`config.mk`:
```
export PLATFORM = sky130hd
export DESIGN_NAME = fetch_pc_unit_flat
export DESIGN_NICKNAME = d
export VERILOG_FILES = /design/src/rtl/cpu_pkg.sv /design/src/rtl/fetch_pc_unit_if.sv /design/src/rtl/fetch_pc_unit_next_pc_calc.sv /design/src/rtl/fetch_pc_unit.sv /design/src/flat_wrapper.sv
export SDC_FILE = /design/constraint.sdc
export NUM_CORES = 1
export LEC_CHECK = 0
export ABC_AREA = 1
export CAP_MARGIN = 20
export CORE_MARGIN = 2
export CORE_UTILIZATION = 53
export CTS_CLUSTER_DIAMETER = 100
export CTS_CLUSTER_SIZE = 30
export DETAILED_ROUTE_END_ITERATION = 10
export GPL_TIMING_DRIVEN = 0
export PLACE_DENSITY = 0.9
export REMOVE_ABC_BUFFERS = 1
export SYNTH_ARGS = -nofsm -noshare
export SYNTH_HDL_FRONTEND = slang
export SYNTH_SLANG_ARGS = --single-unit
export TNS_END_PERCENT = 30
```
`constraint.sdc`:
```
create_clock -name clk -period 7.1 [get_ports clk]
set_clock_uncertainty 0.2 [all_clocks]
set_input_delay 1.42 -clock clk [delete_from_list [all_inputs] [get_ports clk]]
set_output_delay 1.42 -clock clk [all_outputs]
set_load 0.02 [all_outputs]
```
`src/rtl/cpu_pkg.sv`:
```
// rtl/cpu_pkg.sv - shared fetch-stage types, instruction field positions and helpers
package cpu_pkg;

  // Fetch sequencer states
  typedef enum logic [1:0] {
    IDLE = 2'd0,
    REQ  = 2'd1,
    WAIT = 2'd2,
    HOLD = 2'd3
  } fetch_state_e;

  localparam int          INSTR_W   = 32;
  localparam logic [31:0] NOP_INSTR = 32'h0000_0000;

  // Instruction field positions used by the decoder and the PC logic
  localparam int OPCODE_MSB = 31;
  localparam int OPCODE_LSB = 26;
  localparam int JIDX_MSB   = 25;
  localparam int JIDX_LSB   = 0;
  localparam int IMM_MSB    = 15;
  localparam int IMM_LSB    = 0;

  // Sign-extended 16-bit branch immediate scaled to a byte offset
  function automatic logic [31:0] branch_offset(input logic [15:0] imm);
    return {{14{imm[15]}}, imm, 2'b00};
  endfunction

endpackage

```
`src/rtl/fetch_pc_unit_if.sv`:
```
// rtl/fetch_pc_unit_if.sv - instruction-memory request/response bus with master/slave views
interface fetch_pc_unit_if;
  import cpu_pkg::*;

  logic               imem_req_valid;
  logic               imem_req_ready;
  logic [31:0]        imem_addr;
  logic               imem_rsp_valid;
  logic [INSTR_W-1:0] imem_rsp_data;

  // Fetch unit side: issues requests, receives instruction words
  modport master (
    output imem_req_valid,
    output imem_addr,
    input  imem_req_ready,
    input  imem_rsp_valid,
    input  imem_rsp_data
  );

  // Memory side: accepts requests, returns instruction words
  modport slave (
    input  imem_req_valid,
    input  imem_addr,
    output imem_req_ready,
    output imem_rsp_valid,
    output imem_rsp_data
  );

endinterface

```
`src/rtl/fetch_pc_unit_next_pc_calc.sv`:
```
// rtl/fetch_pc_unit_next_pc_calc.sv - combinational branch/jump target and next-PC select (taken flag under PERF_CNT_EN)
module next_pc_calc
  import cpu_pkg::*;
(
  input  logic [31:0] pc,
  input  logic [25:0] instr_idx,
  input  logic        jump,
  input  logic        beq,
  input  logic        bne,
  input  logic        alu_zero,
  output logic [31:0] pc_plus4,
  output logic [31:0] next_pc
`ifdef PERF_CNT_EN
  ,
  output logic        taken
`endif
);

  logic [31:0] br_target;
  logic [31:0] j_target;
  logic        br_taken;

  // Targets and priority select: jump, then conditional branch, then fall-through.
  // beq and bne together is not a legal decode and falls through.
  always_comb begin
    pc_plus4  = pc + 32'd4;
    br_target = pc_plus4 + branch_offset(instr_idx[IMM_MSB:IMM_LSB]);
    j_target  = {pc_plus4[31:28], instr_idx[JIDX_MSB:JIDX_LSB], 2'b00};
    br_taken  = (beq & ~bne & alu_zero) | (bne & ~beq & ~alu_zero);
    if (jump) begin
      next_pc = j_target;
    end else if (br_taken) begin
      next_pc = br_target;
    end else begin
      next_pc = pc_plus4;
    end
  end

`ifdef PERF_CNT_EN
  assign taken = jump | br_taken;
`endif

endmodule

```
`src/rtl/fetch_pc_unit.sv`:
```
// rtl/fetch_pc_unit.sv - PC holder and single-outstanding instruction fetch sequencer (optional PERF_CNT_EN counters)
module fetch_pc_unit
  import cpu_pkg::*;
#(
  parameter logic [31:0] RESET_PC = 32'h0000_0000,
  parameter int          ADDR_W   = 32
) (
  input  logic                 clk,
  input  logic                 reset,
  fetch_pc_unit_if.master      imem,
  output logic [INSTR_W-1:0]   instr_o,
  output logic                 instr_valid,
  output logic [ADDR_W-1:0]    pc_o,
  output logic [ADDR_W-1:0]    pc_plus4_o,
  input  logic                 exec_done,
  input  logic                 jump,
  input  logic                 beq,
  input  logic                 bne,
  input  logic                 alu_zero
`ifdef PERF_CNT_EN
  ,
  output logic [31:0]          perf_retired,
  output logic [31:0]          perf_taken
`endif
);

  fetch_state_e       state;
  fetch_state_e       state_n;
  logic [ADDR_W-1:0]  pc_q;
  logic [INSTR_W-1:0] instr_q;
  logic [ADDR_W-1:0]  next_pc;
  logic               req_valid;
  logic               hold;
  logic               retire;
`ifdef PERF_CNT_EN
  logic               taken;
`endif

  next_pc_calc u_next_pc_calc (
    .pc        (pc_q),
    .instr_idx (instr_q[JIDX_MSB:JIDX_LSB]),
    .jump      (jump),
    .beq       (beq),
    .bne       (bne),
    .alu_zero  (alu_zero),
    .pc_plus4  (pc_plus4_o),
    .next_pc   (next_pc)
`ifdef PERF_CNT_EN
    ,
    .taken     (taken)
`endif
  );

  // An instruction retires only when execute completes while it is held
  assign retire = (state == HOLD) & exec_done;

  // State, PC and held instruction; reset wins over everything, including a retire
  always_ff @(posedge clk) begin
    if (reset) begin
      state   <= IDLE;
      pc_q    <= {RESET_PC[31:2], 2'b00};
      instr_q <= NOP_INSTR;
    end else begin
      state <= state_n;
      if ((state == WAIT) && imem.imem_rsp_valid) begin
        instr_q <= imem.imem_rsp_data;
      end
      if (retire) begin
        pc_q <= {next_pc[31:2], 2'b00};
      end
    end
  end

  // Next-state and handshake outputs; responses outside WAIT are dropped
  always_comb begin
    state_n   = state;
    req_valid = 1'b0;
    hold      = 1'b0;
    case (state)
      IDLE: begin
        state_n = REQ;
      end
      REQ: begin
        req_valid = 1'b1;
        if (imem.imem_req_ready) begin
          state_n = WAIT;
        end
      end
      WAIT: begin
        if (imem.imem_rsp_valid) begin
          state_n = HOLD;
        end
      end
      HOLD: begin
        hold = 1'b1;
        if (exec_done) begin
          state_n = REQ;
        end
      end
      default: begin
        state_n = IDLE;
      end
    endcase
  end

  // Address comes straight from the PC register, so it cannot move while a request is pending
  assign imem.imem_req_valid = req_valid;
  assign imem.imem_addr      = pc_q;
  assign instr_o             = instr_q;
  assign instr_valid         = hold;
  assign pc_o                = pc_q;

`ifdef PERF_CNT_EN
  // Retired and taken-control-transfer counters, free-running with silent wrap
  always_ff @(posedge clk) begin
    if (reset) begin
      perf_retired <= 32'd0;
      perf_taken   <= 32'd0;
    end else if (retire) begin
      perf_retired <= perf_retired + 32'd1;
      if (taken) begin
        perf_taken <= perf_taken + 32'd1;
      end
    end
  end
`endif

endmodule

```
`src/flat_wrapper.sv`:
```
// flat-port wrapper written by rule: the top's interface ports become plain ports
module fetch_pc_unit_flat import cpu_pkg::*;
#(
  parameter logic [31:0] RESET_PC = 32'h0000_0000,
  parameter int          ADDR_W   = 32
)
  (clk, reset, instr_o, instr_valid, pc_o, pc_plus4_o, exec_done, jump, beq, bne, alu_zero, imem_imem_req_valid, imem_imem_addr, imem_imem_req_ready, imem_imem_rsp_valid, imem_imem_rsp_data);
  fetch_pc_unit_if imem_i ();
  input  logic clk;
  input  logic reset;
  output logic [INSTR_W-1:0] instr_o;
  output logic instr_valid;
  output logic [ADDR_W-1:0] pc_o;
  output logic [ADDR_W-1:0] pc_plus4_o;
  input  logic exec_done;
  input  logic jump;
  input  logic beq;
  input  logic bne;
  input  logic alu_zero;
  output wire logic [$bits(imem_i.imem_req_valid)-1:0] imem_imem_req_valid;
  output wire logic [$bits(imem_i.imem_addr)-1:0] imem_imem_addr;
  input wire logic [$bits(imem_i.imem_req_ready)-1:0] imem_imem_req_ready;
  input wire logic [$bits(imem_i.imem_rsp_valid)-1:0] imem_imem_rsp_valid;
  input wire logic [$bits(imem_i.imem_rsp_data)-1:0] imem_imem_rsp_data;
  assign imem_imem_req_valid = imem_i.imem_req_valid;
  assign imem_imem_addr = imem_i.imem_addr;
  assign imem_i.imem_req_ready = imem_imem_req_ready;
  assign imem_i.imem_rsp_valid = imem_imem_rsp_valid;
  assign imem_i.imem_rsp_data = imem_imem_rsp_data;
  fetch_pc_unit #(.RESET_PC(RESET_PC), .ADDR_W(ADDR_W)) u_core (.clk(clk), .reset(reset), .imem(imem_i), .instr_o(instr_o), .instr_valid(instr_valid), .pc_o(pc_o), .pc_plus4_o(pc_plus4_o), .exec_done(exec_done), .jump(jump), .beq(beq), .bne(bne), .alu_zero(alu_zero));
endmodule
```
# Yosys cells after proc, flatten, opt, wreduce, memory -nomap -nowiden
# Index checks and enable logic that the tools add are counted.
# totals
wordCells,31
input_bits,41
out_inout_bits,130
regBits,64
# op_classes
n_mux,8
n_reduce_logical,3
bitwise,9
eq_ne,6
add_sub_neg,2
# ops
cell,n
32-bit two-way mux,2
"32-bit by 3-bit adder with 32-bit output, second input constant",1
32-bit adder,1
2-bit one-hot mux with 4 select lines,1
2-bit two-way mux,3
"2-bit != test, second input constant",3
1-bit AND,5
"2-bit == test, second input constant",2
1-bit NOT,3
3-bit AND reduction,1
"2-bit by 1-bit == test with 1-bit output, second input constant",1
2-bit logical NOT,1
1-bit two-way mux,2
1-bit logical AND,1
1-bit OR,1

# Logic depth before layout (Yosys ltp)
# logic_depth
word_depth,6
ltp_mapped,23
depth_no_buf,23

# By module
# A second synthesis with hierarchy kept.
# hier_totals
cells_unflattened,1069
area_unflattened_um2,6168.4
# modules_own_cells
mod,area_each_um2,seq_area_each_um2,cells_per_inst,n_inst
next_pc_calc,3601.0,0.0,738,1
fetch_pc_unit,2567.5,1281.2,331,1

# Worst setup path after synthesis
# OpenSTA, ideal clock, no wires.
# synth_path
path_type,register to register
start,register u_core.pc_q[2] (netlist: u_core.imem.imem_addr[2])
end,register u_core.pc_q[9] (netlist: u_core.imem.imem_addr[9])
arrival_ps,3094
setup_ps,132
period_less_slack_ps,3427
n_path_buf,0
stages_incl_launch_ff,17
path_slack_ps,3673
required_ps,6768
path_cell_list,dfxtp_1 > ha_1 > nand2_1 > nor2_2 > inv_2 > nor2_4 > xor2_1 > ha_1 > nand2_1 > inv_1 > a21oi_1 > nand2_1 > or2_2 > nand3_1 > o21ai_0 > o21ai_0 > a21oi_1
# synth_between
elab_chain_cells,4
# synth_rtl
element,line,rtl
from (decl),fetch_pc_unit.sv:29,logic [ADDR_W-1:0] pc_q;
from (signal assigned),fetch_pc_unit.sv:61,"pc_q <= {RESET_PC[31:2], 2'b00};"
from (signal assigned),fetch_pc_unit.sv:69,"pc_q <= {next_pc[31:2], 2'b00};"
32-bit by 3-bit adder with 32-bit output,fetch_pc_unit_next_pc_calc.sv:26,pc_plus4 = pc + 32'd4;
named net pc_plus4_o[8],flat_wrapper.sv:14,output logic [ADDR_W-1:0] pc_plus4_o;
32-bit adder,fetch_pc_unit_next_pc_calc.sv:27,br_target = pc_plus4 + branch_offset(instr_idx[IMM_MSB:IMM_LSB]);
32-bit two-way mux,fetch_pc_unit_next_pc_calc.sv:32,end else if (br_taken) begin
32-bit two-way mux,fetch_pc_unit_next_pc_calc.sv:30,if (jump) begin
# The timed path passes the listed nets, and every way through them passes these cells.
# A chain may end at the register's enable or synchronous reset.

# Worst setup path in the final report
# layout_path
start,register u_core.pc_q[2] (netlist: u_core.imem.imem_addr[2])
end,output port pc_plus4_o[18]
# layout_between
elab_chain_cells,1
# layout_rtl
element,line
32-bit by 3-bit adder with 32-bit output,fetch_pc_unit_next_pc_calc.sv:26
to (decl),flat_wrapper.sv:14
# Every way passes these cells.

==> metrics.txt <==
startpoint of the most critical setup path=u_core.imem.imem_addr[2]$_SDFFE_PP0P_; top cell type by total area after synthesis=sky130_fd_sc_hd__dfxtp_1; synthesized-area fraction occupied by and/or/nand/nor cells=37.1%; worst vdd ir=0.191 mV; top cell type's share of synthesized area=21.3%; post-DR wirelength/cell=15.8 um; complex-gate fraction of the synthesized area=14.6%; mux share of post-synthesis cell area=0%; wire length of the first global-routing pass=32.8 mm; Gate Count Post-Synth=1024; combinational family with the most area after synthesis=simple AND/OR/NAND/NOR gates; antenna violations before repair=0; top post-synthesis cells by area=sky130_fd_sc_hd__dfxtp_1 21%, sky130_fd_sc_hd__nand2_1 18%, sky130_fd_sc_hd__nor2_1 9.4%; Seq/Total Area, Yosys=21.3%; setup slack of the most critical reg-to-reg path=3.10 ns; total clock buffers created by CTS=9; result of the run=complete, no violations; insertion delay to the later sink of the worst-skew pair=0.34 ns; H-tree Lvls=3; count of boundary I/O pins=171; xor and xnor area share after synthesis=3.50%; Total Nets Final=1228; CP endpoint kind=output pin; power per cell area=212 nW/um2; Hold Path Class=flop to flop; pin count of the biggest net entering global routing=37; total setup violations reported at the end of the flow=0; count of buffers from port buffering=164; arithmetic-cell share of the synthesized area counting full adders, half adders and majority gates=8.66%; leakage power summed over all cells=3.63 nW; Post-Place Cell Area=7510 um2; Longest Clk Path Bufs=2; Startpoint Class=flop; Final period util=64.3%; clock-pin transition on the worst setup and hold timing paths=0.06 ns; max_cap viols=0; setup TNS after final layout=0 ns; launching point of the worst reg2reg path=u_core.imem.imem_addr[2]$_SDFFE_PP0P_; # DRC=0; Final min period=4.56 ns; Overall Global Routing Usage=32.7%; Critical Setup Path Class=flop to output pin; library cells used by synthesis=43; effective utilization at floorplan=54.9%; mean instance size in the synthesized netlist=5.87 um2; reg-to-reg critical path endpoint=u_core.imem.imem_addr[26]$_SDFFE_PP0P_; antenna fix cells=0; total of cells resized after clock tree synthesis=0; detailed router's first-iteration violation count=625; CTS Hold Bufs=0; Seq pwr share=29.8%; worst-case reg-to-reg path depth=19; Clock Power Share=30.3%; Mapped Area=6010 um2; total non-filler cell area in the finished layout=7840 um2; combinational fraction of design power=40.0%; number of cell rows=38; worst-margin pin slew=1.07 ns; die outline area=12200 um2; first-pass iteration count of the detailed router=8; via count=6993; relative slew slack=28.5%; final routed wirelength across all metal layers=20.4 mm; vias in the first global route=6592; overall die height=110 um; post-synthesis to final-layout area growth=30.4%; max frequency=0.219 GHz; count of state elements after synthesis=64; data required time of the worst path=5.48 ns; layout cells sized above 1=3.82%; fraction of power spent switching nets=39.3%; core area=10900 um2; floorplan die width=110 um; TritonCTS clock tree=done; detailed placement HPWL=15.7 mm; number of max-slew violations in the final report=0; # clock sinks=64; net switching power figure=0.652 mW; RSZ-0062 raised after global routing=no; critical-path maximum fanout=8; YS warnings=0; design internal power=1.01 mW; final antenna-violating net count=0; critical path data arrival time=2.94 ns; clock tree root buffer cell=sky130_fd_sc_hd__clkbuf_16; Remaining Overflow, GRT=0; timing endpoint of the critical path=pc_plus4_o[18]; vias per inst=5.42; final RePlAce weighted congestion=0.964; number of endpoints with negative hold slack in the final report=0; Setup Buffers After CTS=0
-- cells in the mapped netlist (all sizes together) --
cell type	instances
nand3	53
nor3	6
o21ai	65
fa	1
nor3b	1
a221oi	1
xnor2	6
nand3b	2
o211ai	5
and3	1
xor2	18
ha	40
dlygate4sd1	1
dfxtp	64
o221ai	6
inv	134
clkinv	1
buf	38
a21oi	65
or2	5
o21bai	2
a31oi	8
and2	2
a22oi	3
nand4	9
conb	1
clkbuf	21
a21o	5
nor2	160
nand2	299
nor4	1
-- per-stage QoR --
stage | setup WS, ns | power (mW) | instances | utilization (%) | hold WS, ns
floorplan | 3.54 | 0.860 | 969 | - | 0.290
global placement | 2.06 | 1.14 | 1273 | 68.2 | 0.262
detailed placement | 2.43 | 1.15 | 1275 | 68.6 | 0.271
CTS | 2.56 | 1.65 | 1291 | 71.6 | 0.285
global route | 2.41 | 1.74 | 1291 | 71.6 | 0.297
finish | 2.54 | 1.66 | 1291 | 71.6 | 0.281
-- how the worst min path moves through the flow --
stage | endpoint | startpoint | depth (start not counted) | slack (ns)
2_1_floorplan | u_core.state[0]$_SDFFE_PP0P_ | u_core.state[0]$_SDFFE_PP0P_ | 2 | 0.29
3_3_place_gp | u_core.instr_o[28]$_SDFFE_PP0P_ | u_core.instr_o[28]$_SDFFE_PP0P_ | 2 | 0.26
3_5_place_dp | u_core.instr_o[31]$_SDFFE_PP0P_ | u_core.instr_o[31]$_SDFFE_PP0P_ | 2 | 0.27
4_1_cts | u_core.instr_o[31]$_SDFFE_PP0P_ | u_core.instr_o[31]$_SDFFE_PP0P_ | 2 | 0.29
5_1_grt | u_core.instr_o[28]$_SDFFE_PP0P_ | u_core.instr_o[28]$_SDFFE_PP0P_ | 2 | 0.30
6_report | u_core.instr_o[31]$_SDFFE_PP0P_ | u_core.instr_o[31]$_SDFFE_PP0P_ | 2 | 0.28
-- power groups by stage --
stage / Sequential [mW] / Combinational, mW / Clock [mW]
4_1_cts: 0.492 / 0.659 / 0.498
3_3_place_gp: 0.497 / 0.638 / 0
5_1_grt: 0.501 / 0.721 / 0.517
3_5_place_dp: 0.499 / 0.653 / 0
2_1_floorplan: 0.560 / 0.300 / 0
6_report: 0.494 / 0.663 / 0.502
-- sequential cells by signal (all words and copies together), names as in the netlist --
signal and count:
u_core.instr_o 32, u_core.state 2, u_core.imem.imem_addr 30
-- kinds of logic (layout without fill, tap and decap cells) --
family / count (synthesis) / count (layout)
buf+inv: 195 / 317
fa+ha+maj: 41 / 41
compound gates: 160 / 160
xor+xnor: 24 / 24
simple gates: 539 / 539
flops: 64 / 64
other cells: 1 / 6
-- cell type report --
type	count	area, um2
Tap cell	140	175
Timing Repair Buffer	166	1680
Fill cell	966	3100
Multi-Input combinational cell	770	3860
Clock buffer	9	225
Inverter	135	507
Clock inverter	7	103
Sequential cell	64	1280
-- metal layers --
| layer | GRT usage, % | share of wire (%) | wire, um | vias up |
|---|---|---|---|---|
| met3 | 7.52 | 9.2 | 1890 | 42 |
| met5 | 0 | 0 | 0 | - |
| met4 | 10.5 | 2.5 | 501 | 0 |
| met1 | 41.8 | 42 | 8520 | 3154 |
| met2 | 54.6 | 47 | 9530 | 335 |
| li1 | - | - | - | 3462 |
-- cell usage in the layout (no fill, tap or decap), types with 4 or more instances in the layout --
cell	Yosys	layout
sky130_fd_sc_hd__xnor2_1	6	6
sky130_fd_sc_hd__a21oi_1	64	64
sky130_fd_sc_hd__nand4_1	9	9
sky130_fd_sc_hd__xor2_1	18	18
sky130_fd_sc_hd__o21ai_1	5	5
sky130_fd_sc_hd__inv_1	131	131
sky130_fd_sc_hd__nand3_1	52	52
sky130_fd_sc_hd__a21o_1	5	5
sky130_fd_sc_hd__nor3_1	4	4
sky130_fd_sc_hd__a31oi_1	8	8
sky130_fd_sc_hd__o211ai_1	5	5
sky130_fd_sc_hd__ha_1	40	40
sky130_fd_sc_hd__dfxtp_1	64	64
sky130_fd_sc_hd__nor2_1	151	150
sky130_fd_sc_hd__o21ai_0	60	60
sky130_fd_sc_hd__clkbuf_16	0	9
sky130_fd_sc_hd__nor2_2	6	7
sky130_fd_sc_hd__conb_1	1	6
sky130_fd_sc_hd__nand2_1	295	295
sky130_fd_sc_hd__clkdlybuf4s50_1	0	164
sky130_fd_sc_hd__o221ai_1	6	6
sky130_fd_sc_hd__or2_2	4	4
-- critical path, stage by stage (launching register included) --
cell	delay, ns
sky130_fd_sc_hd__dfxtp_1	0.57
sky130_fd_sc_hd__ha_1	0.32
sky130_fd_sc_hd__nand2_1	0.09
sky130_fd_sc_hd__nor2_2	0.25
sky130_fd_sc_hd__nand2_2	0.15
sky130_fd_sc_hd__nor2_1	0.15
sky130_fd_sc_hd__xor2_1	0.39
sky130_fd_sc_hd__clkdlybuf4s50_1	0.69
No activity file was read; power rests on OpenSTA's default activity.
